<file path="src/rtl/bitwise_logic_stream.sv">
// Streaming bitwise logic engine: per-beat two-operand op, multi-beat packet reduction,
// registered valid/ready result with zero/parity flags and a saturating beat count.
module bitwise_logic_stream #(
  parameter int unsigned WIDTH = 18,
  parameter int unsigned CNT_W = 8
) (
  input  logic             clk,
  input  logic             rst_n,
  input  logic             in_valid,
  output logic             in_ready,
  input  logic [WIDTH-1:0] in_a,
  input  logic [WIDTH-1:0] in_b,
  input  logic [2:0]       in_op,
  input  logic [1:0]       in_cmb,
  input  logic             in_last,
  output logic             out_valid,
  input  logic             out_ready,
  output logic [WIDTH-1:0] out_result,
  output logic             out_zero,
  output logic             out_parity,
  output logic [CNT_W-1:0] out_beats,
  output logic             out_sat
);

  localparam logic [CNT_W-1:0] CntMax = '1;
  localparam logic [CNT_W-1:0] CntOne = CNT_W'(1);

  typedef enum logic [0:0] {StIdle, StAccum} state_e;

  state_e           state_q, state_d;
  logic [WIDTH-1:0] acc_q, acc_d;
  logic [1:0]       cmb_q, cmb_d;
  logic [CNT_W-1:0] cnt_q, cnt_d;
  logic             sat_q, sat_d;
  logic             accept;
  logic             emit;
  logic [WIDTH-1:0] beat_val;
  logic [WIDTH-1:0] comb_val;

  assign in_ready = rst_n && (!out_valid || out_ready);
  assign accept   = in_valid && in_ready;

  always_comb begin
    beat_val = '0;
    unique case (in_op)
      3'd0: beat_val = in_a & in_b;
      3'd1: beat_val = in_a | in_b;
      3'd2: beat_val = in_a ^ in_b;
      3'd3: beat_val = ~(in_a & in_b);
      3'd4: beat_val = ~(in_a | in_b);
      3'd5: beat_val = ~(in_a ^ in_b);
      3'd6: beat_val = in_a & ~in_b;
      3'd7: beat_val = in_a;
      default: beat_val = '0;
    endcase
  end

  // Reserved combine code 3 falls back to OR.
  always_comb begin
    comb_val = acc_q | beat_val;
    unique case (cmb_q)
      2'd1:    comb_val = acc_q & beat_val;
      2'd2:    comb_val = acc_q ^ beat_val;
      default: comb_val = acc_q | beat_val;
    endcase
  end

  always_ff @(posedge clk) begin
    if (!rst_n) begin
      state_q <= StIdle;
    end else begin
      state_q <= state_d;
    end
  end

  always_comb begin
    state_d = state_q;
    if (accept) begin
      state_d = in_last ? StIdle : StAccum;
    end
  end

  always_comb begin
    acc_d = acc_q;
    cmb_d = cmb_q;
    cnt_d = cnt_q;
    sat_d = sat_q;
    emit  = 1'b0;
    if (accept) begin
      emit = in_last;
      if (state_q == StIdle) begin
        acc_d = beat_val;
        cmb_d = in_cmb;
        cnt_d = CntOne;
        sat_d = 1'b0;
      end else begin
        acc_d = comb_val;
        if (cnt_q == CntMax) begin
          sat_d = 1'b1;
        end else begin
          cnt_d = cnt_q + CntOne;
        end
      end
    end
  end

  always_ff @(posedge clk) begin
    if (!rst_n) begin
      acc_q <= '0;
      cmb_q <= '0;
      cnt_q <= '0;
      sat_q <= 1'b0;
    end else begin
      acc_q <= acc_d;
      cmb_q <= cmb_d;
      cnt_q <= cnt_d;
      sat_q <= sat_d;
    end
  end

  // A new emit takes priority over a drain in the same cycle, keeping out_valid high.
  always_ff @(posedge clk) begin
    if (!rst_n) begin
      out_valid  <= 1'b0;
      out_result <= '0;
      out_zero   <= 1'b0;
      out_parity <= 1'b0;
      out_beats  <= '0;
      out_sat    <= 1'b0;
    end else if (emit) begin
      out_valid  <= 1'b1;
      out_result <= acc_d;
      out_zero   <= (acc_d == '0);
      out_parity <= ^acc_d;
      out_beats  <= cnt_d;
      out_sat    <= sat_d;
    end else if (out_valid && out_ready) begin
      out_valid  <= 1'b0;
    end
  end

endmodule

</file>
<file path="config.mk">
export PLATFORM = sky130hd
export DESIGN_NAME = bitwise_logic_stream
export DESIGN_NICKNAME = d
export VERILOG_FILES = /design/src/rtl/bitwise_logic_stream.sv
export SDC_FILE = /design/constraint.sdc
export NUM_CORES = 1
export LEC_CHECK = 0
export ABC_AREA = 1
export BUFFER_PORTS_ARGS = -buffer_cell sky130_fd_sc_hd__buf_2
export CAP_MARGIN = 20
export CORE_ASPECT_RATIO = 0.5
export CORE_UTILIZATION = 42
export CTS_CLUSTER_DIAMETER = 150
export DETAILED_ROUTE_END_ITERATION = 10
export SLEW_MARGIN = 20
export SYNTH_ARGS = -nofsm -noshare
export SYNTH_HDL_FRONTEND = slang
export SYNTH_SLANG_ARGS = --single-unit
export TNS_END_PERCENT = 50
</file>
<file path="constraint.sdc">
create_clock -name clk -period 4.41 [get_ports clk]
set_input_delay 0.882 -clock clk [delete_from_list [all_inputs] [get_ports clk]]
set_output_delay 0.882 -clock clk [all_outputs]
set_load 0.05 [all_outputs]
</file>
# Word-level counts from Yosys, hierarchy flattened
# Index checks and enable logic that the tools add are counted.
# Widths: inputs -> output; s select.
[classes] bitwise=12 n_eq_ne=10 add_sub_neg=1 muxes=14 n_reduce_logical=10
[op_table] cell="$pmux 18 s8" n=1
[op_table] cell="$not 18->18" n=4
[op_table] cell="$and 18x18->18" n=3
[op_table] cell="$mux 18" n=2
[op_table] cell="$or 18x18->18" n=2
[op_table] cell="$pmux 18 s2" n=1
[op_table] cell="$xor 18x18->18" n=2
[op_table] cell="$mux 8" n=3
[op_table] cell="$logic_not 18->1" n=1
[op_table] cell="$reduce_xor 18->1" n=1
[op_table] cell="$eq 3x3->1 const B" n=4
[op_table] cell="$add 8x1->8 const B" n=1
[op_table] cell="$eq 8x8->1 const B" n=1
[op_table] cell="$mux 1" n=7
[op_table] cell="$eq 3x2->1 const B" n=2
[op_table] cell="$eq 3x1->1 const B" n=1
[op_table] cell="$logic_and 1x1->1" n=3
[op_table] cell="$logic_not 3->1" n=1
[op_table] cell="$eq 2x1->1 const B" n=1
[op_table] cell="$eq 2x2->1 const B" n=1
[op_table] cell="$reduce_and 2->1" n=1
[op_table] cell="$reduce_bool 2->1" n=1
[op_table] cell="$logic_not 1->1" n=1
[op_table] cell="$logic_or 1x1->1" n=1
[op_table] cell="$not 1->1" n=1
[totals] regBits=60 output_inout_bits=31

# Logic depth before layout (Yosys ltp)
# Gate-level depths: netlist of the first run.
[logic_depth] word_depth=8 ltp_mapped=27

# Worst setup path after synthesis of the first run
# No wires, ideal clock.
[synth_path] path_kind="input to register" from="input port in_op[0]" to="register out_parity" setup_slack_ps=1058 stages=27 required_ps=4340 path_buffers=2 setup_ps=70 arrival_ps=3282 cell_sequence="buf_6 > inv_4 > nor2_4 > buf_4 > nand2_1 > nor2_1 > nor2_1 > a21boi_1 > inv_1 > ha_1 > nand2_1 > nand3_1 > nand2_1 > nor2_1 > a21oi_1 > nand2_1 > inv_2 > ha_1 > nand2_1 > inv_1 > nor2_1 > nand2_1 > nand3_1 > nand2_1 > nand2_1 > nand2_1 > a21oi_1"
[synth_via] elab_chain_cells=7 word_cells_on_any_way=16 cone_classes="eq/ne (7); mux (4); bitwise (3); reduce/logical (2)"
[synth_rtl] item="from (decl)" line_no="13" rtl="input logic [2:0] in_op,"
[synth_rtl] item="$eq 3x3->1, or another cell as far along" line_no="45" rtl="unique case (in_op)"
[synth_rtl] item="$pmux 18 s8 *" line_no="45"
[synth_rtl] item="$or 18x18->18, or another cell as far along" line_no="64" rtl="default: comb_val = acc_q | beat_val;"
[synth_rtl] item="$pmux 18 s2" line_no="61" rtl="unique case (cmb_q)"
[synth_rtl] item="$mux 18 *" line_no="91" rtl="if (state_q == StIdle) begin"
[synth_rtl] item="$mux 18 *" line_no="89" rtl="if (accept) begin"
[synth_rtl] item="$reduce_xor 18->1 *" line_no="134" rtl="out_parity <= ^acc_d;"
[synth_rtl] item="to (signal assigned)" line_no="134"
[synth_rtl] item="to (decl)" line_no="20" rtl="output logic out_parity,"
# Every way passes the cells marked *; elsewhere a longest branch is shown, timed or not.
# A chain may end at the register's enable or synchronous reset.

# Final worst setup path of the first run
# Same ends and word-level chain as after synthesis.

==> results of run 1 <==
cells by family (layout without fill, tap and decap cells):
family,after synthesis,count (layout),share of synthesized area
AO/OA/AOI/OAI,64,64,0.0561
XOR/XNOR,4,4,0.00553
buffers and inverters,237,298,0.157
adder cells (fa/ha/maj),102,102,0.201
AND/OR/NAND/NOR,555,555,0.390
flip-flops,60,60,0.189
power by group:
group	total (µW)	internal, µW	switching (µW)
clock network	668	410	258
registers	584	566	17.2
logic	626	208	417
total	1880	1190	692
area by class of cell:
cell class | count | area (µm²)
Sequential cell | 60 | 1200
Clock inverter | 5 | 36.3
Timing Repair Buffer | 93 | 508
Fill cell | 1568 | 7480
Clock buffer | 11 | 253
Multi-Input combinational cell | 725 | 4140
Tap cell | 198 | 248
Inverter | 189 | 717
worst min-delay path by stage:
stage	slack, ps	to	start
after floorplan	450	cmb_q[1]	cmb_q[1]
after global placement	430	out_result[10]	out_result[10]
after detailed placement	430	out_result[10]	out_result[10]
after CTS	450	out_result[10]	out_result[10]
after global routing	460	out_result[9]	out_result[9]
final	450	out_result[2]	out_result[2]
routing by layer:
layer,wire length [µm],up-vias,global-route usage
met5,0,-,0
met4,53,0,0.0308
met3,919,5,0.0404
met2,7290,138,0.375
met1,8870,2849,0.323
li1,-,3282,-
worst max-delay path, stage by stage:
cell,delay (ps)
buf_2,310
inv_4,130
nor2_4,340
buf_4,250
nand3_1,80
nand2_1,70
nor2_1,40
a21boi_1,190
inv_1,70
ha_1,270
nand2_1,40
nand3_1,110
nand2_1,60
o21a_1,170
nand2_1,100
inv_2,40
ha_1,300
inv_1,90
nand2_1,60
nand2_1,90
nand2_1,60
nand3_1,100
nand2_1,60
nand2_1,50
nand2_1,50
a21oi_1,110
sequential cells by signal, summed over array words and instances (netlist names):
signal,count
out_beats,8
cnt_q,8
acc_q,18
cmb_q,2
out_parity,1
out_valid,1
sat_q,1
out_zero,1
out_result,18
state_q,1
out_sat,1
through the flow:
step,cell area (µm²),setup slack (ps),total power [µW],utilization,hold WS [ps]
floorplan,6340,1060,1060,-,451
global placement,6820,356,1200,0.467,435
detailed placement,6820,236,1220,0.467,434
CTS,7100,588,1890,0.487,448
global route,7100,204,2010,0.487,456
finish,7100,554,1880,0.487,448
cells in the final DEF, fill, tap and decap left out, types with 2 or more instances in the layout:
master	n
a21boi_1	4
a21oi_1	29
buf_2	76
buf_4	17
clkbuf_16	9
clkbuf_8	2
clkinvlp_4	3
dfxtp_1	60
ha_1	102
inv_1	167
inv_2	19
nand2_1	301
nand2_2	8
nand2_4	2
nand3_1	83
nand3_2	3
nand4_1	56
nor2_1	82
nor2_2	9
nor2_4	4
o21a_1	8
o21ai_0	18
o21ai_1	3
or2_2	3
xnor2_1	4
==> out/results.ini, run 1 <==
[global_route]
grt_max_degree = 35
track_usage = 0.230
grt_pass1_vias = 5807
antenna_found_initial = 0
overflow = 0
grt_pass1_wl_um = 28700

[route]
drt-initial-drc-count = 325
post_drt_wl_per_cell_um = 13.4
drc = 0
wl_um = 17100
vias = 6274
drt_first_pass_iters = 5
avgViaCountPerCell = 4.90
ant_nets = 0

[synthesis]
synth_warnings = 0
synth_common_cells = nand2_1, inv_1, ha_1, nand3_1, nor2_1
syn_nets = 1170
yosysTopAreaCell = ha_1
synth_seq_cells = 60
synthCells = 1022
synth_edf_count = 0
async_flop_share = 0
ys_top_cells_by_area = ha_1, dfxtp_1, nand2_1, inv_1, nand3_1
synth_ff_type = dfxtp_1
synth_cell_types = 34
syn_area_mm2 = 0.00634
synth_top_cell_area_share = 0.201
synth_area_per_cell_um2 = 6.20
synth_most_common_cell = nand2_1
seq_area_frac_synth = 0.189

[die]
die_x_um = 176
chipHeight_um = 88.9
rows = 31
die-area_mm2 = 0.0156
ios = 77
core_mm2 = 0.0146
initial_core_util = 0.435

[sta]
fin_skew_ps = 6.36
post-route-min-period_ps = 3860
grt_setup_unrepaired = no
fmax_ghz = 0.259
fin_setup_tns_ps = 0
slew_violations = 0
min_period_over_period = 0.874
max_slew.worst_pin.slew_ps = 828
setup_violations = 0
hold_viol = 0
relSlewSlack = 0.448

[worst_hold_path]
hold_depth = 2
hold_path.class = flop to flop

[pwr]
vdd_drop_max_mv = 0.223
leakagePower_uw = 0.00390
power_density_mw_per_mm2 = 264

[cells_and_area]
final_cells = 1281
final_nets = 1226
drive_gt1_frac = 0.149
antennaDiodeCount = 0
area_growth_pct = 12.1

[clock_tree]
post_cts_buffers = 0
post_cts_resized = 0
clk-insertion-delay-late_ps = 330
cts-htree-levels = 3
hold_buffers = 0
cts_sinks = 60
clk_pin_slew_ps = 60
cts_root_buffer = clkbuf_16
clock_path_buffers = 2
cts_tree = yes
numCtsBuffers = 9

[critical_path]
path_class = input port to flop
crit_path_start_kind = input port
reg2reg_to = out_parity
reg2reg_slack_ps = 1630
critPathLaunch = in_op[0]
r2r_cells = 20
crit_end = out_parity
required_ps = 4670
endpoint_kind = flop
cp_max_fo = 15
r2r-start = cmb_q[0]
crit_arrival_ps = 4110

[placed_design]
port_buffers = 76
place_congestion = 0.825
dp_cells = 1265
dp_hpwl_um = 12600

[outcome]
status = finished, final reports clean

[flow_run]
cap_violations = 0

Power figures use the tool's default switching activity.
==> inputs of run 2 (changes only) <==
- ABC_AREA: 1 -> default
- CORE_ASPECT_RATIO: 0.5 -> 2
- CTS_CLUSTER_DIAMETER: 150 -> 100
==> out/results.ini, run 2 <==
[synthesis]
synth-adder-area-share = 0.216  ; +0.0148
synth_simple_gate_area_share = 0.142  ; -0.249
synth_top_family_by_area = compound AO/OA/AOI/OAI gates
synth_common_cells = ha_1, inv_1, dfxtp_1, nand2_1, a21oi_1
synth_most_common_cell = ha_1
syn_nets = 857  ; -27%
synth_area_per_cell_um2 = 8.33  ; +34%
synth_warnings = 0  ; unchanged
synthCells = 709  ; -31%
synth_top_cell_area_share = 0.216  ; +0.0148
synth_edf_count = 0  ; unchanged
synthMuxAreaShare = 0.0248  ; +0.0248
seq_area_frac_synth = 0.203  ; +0.0139
yosysTopAreaCell = ha_1
synth_seq_cells = 60  ; unchanged
synth_ff_type = dfxtp_1
ys_top_cells_by_area = ha_1, dfxtp_1, inv_1, nand2_1, a21oi_1
synth-xor-area-share = 0.0133  ; +0.00782
syn_area_mm2 = 0.00591  ; -6.8%
synth_compound_area_frac = 0.305  ; +0.249
synth_cell_types = 72  ; +110%
async_flop_share = 0  ; unchanged

[sta]
grt_setup_unrepaired = no
setup_violations = 0  ; unchanged
fin_setup_tns_ps = 0  ; unchanged
fmax_ghz = 0.240  ; -7.5%
max_slew.worst_pin.slew_ps = 899  ; +70.8 ps
min_period_over_period = 0.945  ; +0.0709
fin_skew_ps = 11.7  ; +5.37 ps
slew_violations = 0  ; unchanged
fin_ws_ps = 241  ; -313 ps
hold_viol = 0  ; unchanged
post-route-min-period_ps = 4170  ; +313 ps
relSlewSlack = 0.401  ; -0.0472

[pwr]
leakagePower_uw = 0.00332  ; -15%
power_density_mw_per_mm2 = 296  ; +12%
vdd_drop_max_mv = 0.179  ; -20%

[die]
die-area_mm2 = 0.0146  ; -6.7%
chipHeight_um = 170  ; +91%
die_x_um = 85.9  ; -51%
core_mm2 = 0.0138  ; -5.3%
ios = 77  ; unchanged
rows = 61  ; +97%
initial_core_util = 0.428  ; -0.00712

[cells_and_area]
layout_commonest_cell = ha_1
final_nets = 936  ; -24%
fin_area_mm2 = 0.00691  ; -2.7%
area_growth_pct = 17.0
antennaDiodeCount = 0  ; unchanged
final_cell_mix = ha_1, inv_1, buf_2
final_util = 0.500  ; +0.0132
drive_gt1_frac = 0.224  ; +0.0758
reg.largest.list = acc_q: 18 flops, out_result: 18 flops
final_cells = 982  ; -23%

[placed_design]
dpl_worst_slack_ps = -75.9  ; -312 ps
dp_hpwl_um = 13400  ; +6.4%
placed_cell_area_mm2 = 0.00659  ; -3.2%
dp_cells = 966  ; -24%
place_congestion = 0.843  ; +2.3%
port_buffers = 76  ; unchanged

[critical_path]
cp_slowest_cell = a221oi_1
endpoint_kind = flop
path_cells = buf_2, buf_4, buf_4, and2_1, o32ai_1, a221oi_1, or2_4, ha_1, a221oi_1, a21oi_1, nor2b_1, a221oi_2, ha_1, xnor2_1, xnor2_1, xnor2_1, xnor2_1, o21ai_0
required_ps = 4630  ; -40 ps
crit_path_start_kind = input port
slowest_delay_ps = 330  ; about the same
crit_arrival_ps = 4390  ; +280 ps
path_class = input port to flop
cp_max_fo = 22  ; +7
crit_top_cell = xnor2_1

[clock_tree]
cts_sinks = 60  ; unchanged
post_cts_buffers = 0  ; unchanged
cts-htree-levels = 3  ; unchanged
clock_path_buffers = 2  ; unchanged
numCtsBuffers = 9  ; unchanged
clk_pin_slew_ps = 60  ; about the same
hold_buffers = 0  ; unchanged
clk-insertion-delay-late_ps = 340  ; about the same
post_cts_resized = 0  ; unchanged
cts_tree = yes
cts_root_buffer = clkbuf_16

[global_route]
overflow = 0  ; unchanged
grt_max_degree = 33  ; -5.7%
antenna_found_initial = 0  ; unchanged
grt_pass1_vias = 5583  ; -3.9%
grt_pass1_wl_um = 27600  ; -3.6%
track_usage = 0.245  ; +0.0155

[flow_run]
cap_violations = 0  ; unchanged

[outcome]
status = finished, final reports clean

[route]
wl_um = 17400  ; +1.8%
post_drt_wl_per_cell_um = 17.8  ; +33%
avgViaCountPerCell = 5.82  ; +19%
vias = 5714  ; -8.9%
drt-initial-drc-count = 255  ; -22%
ant_nets = 0  ; unchanged
drt_first_pass_iters = 6  ; +1
drc = 0  ; unchanged

[worst_hold_path]
hold_path.class = flop to flop

## run 2: changes by cell type in the layout (fill, tap and decap cells not counted), sizes merged, moves of 29 or more
cell    delta
inv      -104
nand2    -250
nor2      -65
a221oi    +29
nand4     -51
nand3     -72
## run 2: power by group
part	internal [µW]	switching [µW]	leakage, µW	total (µW)
Sequential	573	26.7	0.000489	600
Combinational	283	396	0.00268	678
Clock	495	275	0.000149	769
Total	1350	697	0.00332	2050
## run 2: area by class of cell
cell class,count,area (µm²)
clock buffer,10,229
inverter,84,315
sequential,60,1200
timing repair buffer,115,698
fill,1386,6900
tap,189,236
clock inverter,6,88.8
multi-input combinational,518,4140
## run 2: final timing paths
check / from / to / slack [ps] / cells past startpoint
max: in_op[0] / out_parity / 240 / 18
min reg2reg: out_beats[7] / out_beats[7] / 450 / 2
max reg2reg: cmb_q[0] / out_parity / 1210 / 13
min: out_beats[7] / out_beats[7] / 450 / 2
## run 2: routing by layer
| metal | vias up | part of all wire | global-route usage |
|---|---|---|---|
| met5 | - | 0 | 0 |
| met4 | 0 | 0.042 | 0.149 |
| met3 | 45 | 0.031 | 0.0292 |
| met2 | 174 | 0.55 | 0.468 |
| met1 | 2763 | 0.38 | 0.245 |
| li1 | 2732 | - | - |
## run 2: kinds of logic after synthesis
group | Yosys count
flip-flops | 60
AND/OR/NAND/NOR | 169
XOR/XNOR | 9
multiplexers | 12
buffers and inverters | 131
AO/OA/AOI/OAI | 226
adder cells (fa/ha/maj) | 102
## run 2: per-stage QoR
step | hold WS, ps | total power [µW]
CTS | 465 | 2060
global route | 476 | 2150
detailed placement | 447 | 1290
finish | 453 | 2050
floorplan | 453 | 1090
global placement | 445 | 1260
## run 2: critical path, delay by kind of cell
kind,cells,cell delay (ps)
AO/OA/AOI/OAI,6,1050
XOR/XNOR,4,760
AND/OR/NAND/NOR,3,620
adder cells (fa/ha/maj),2,570
buffers and inverters,3,490
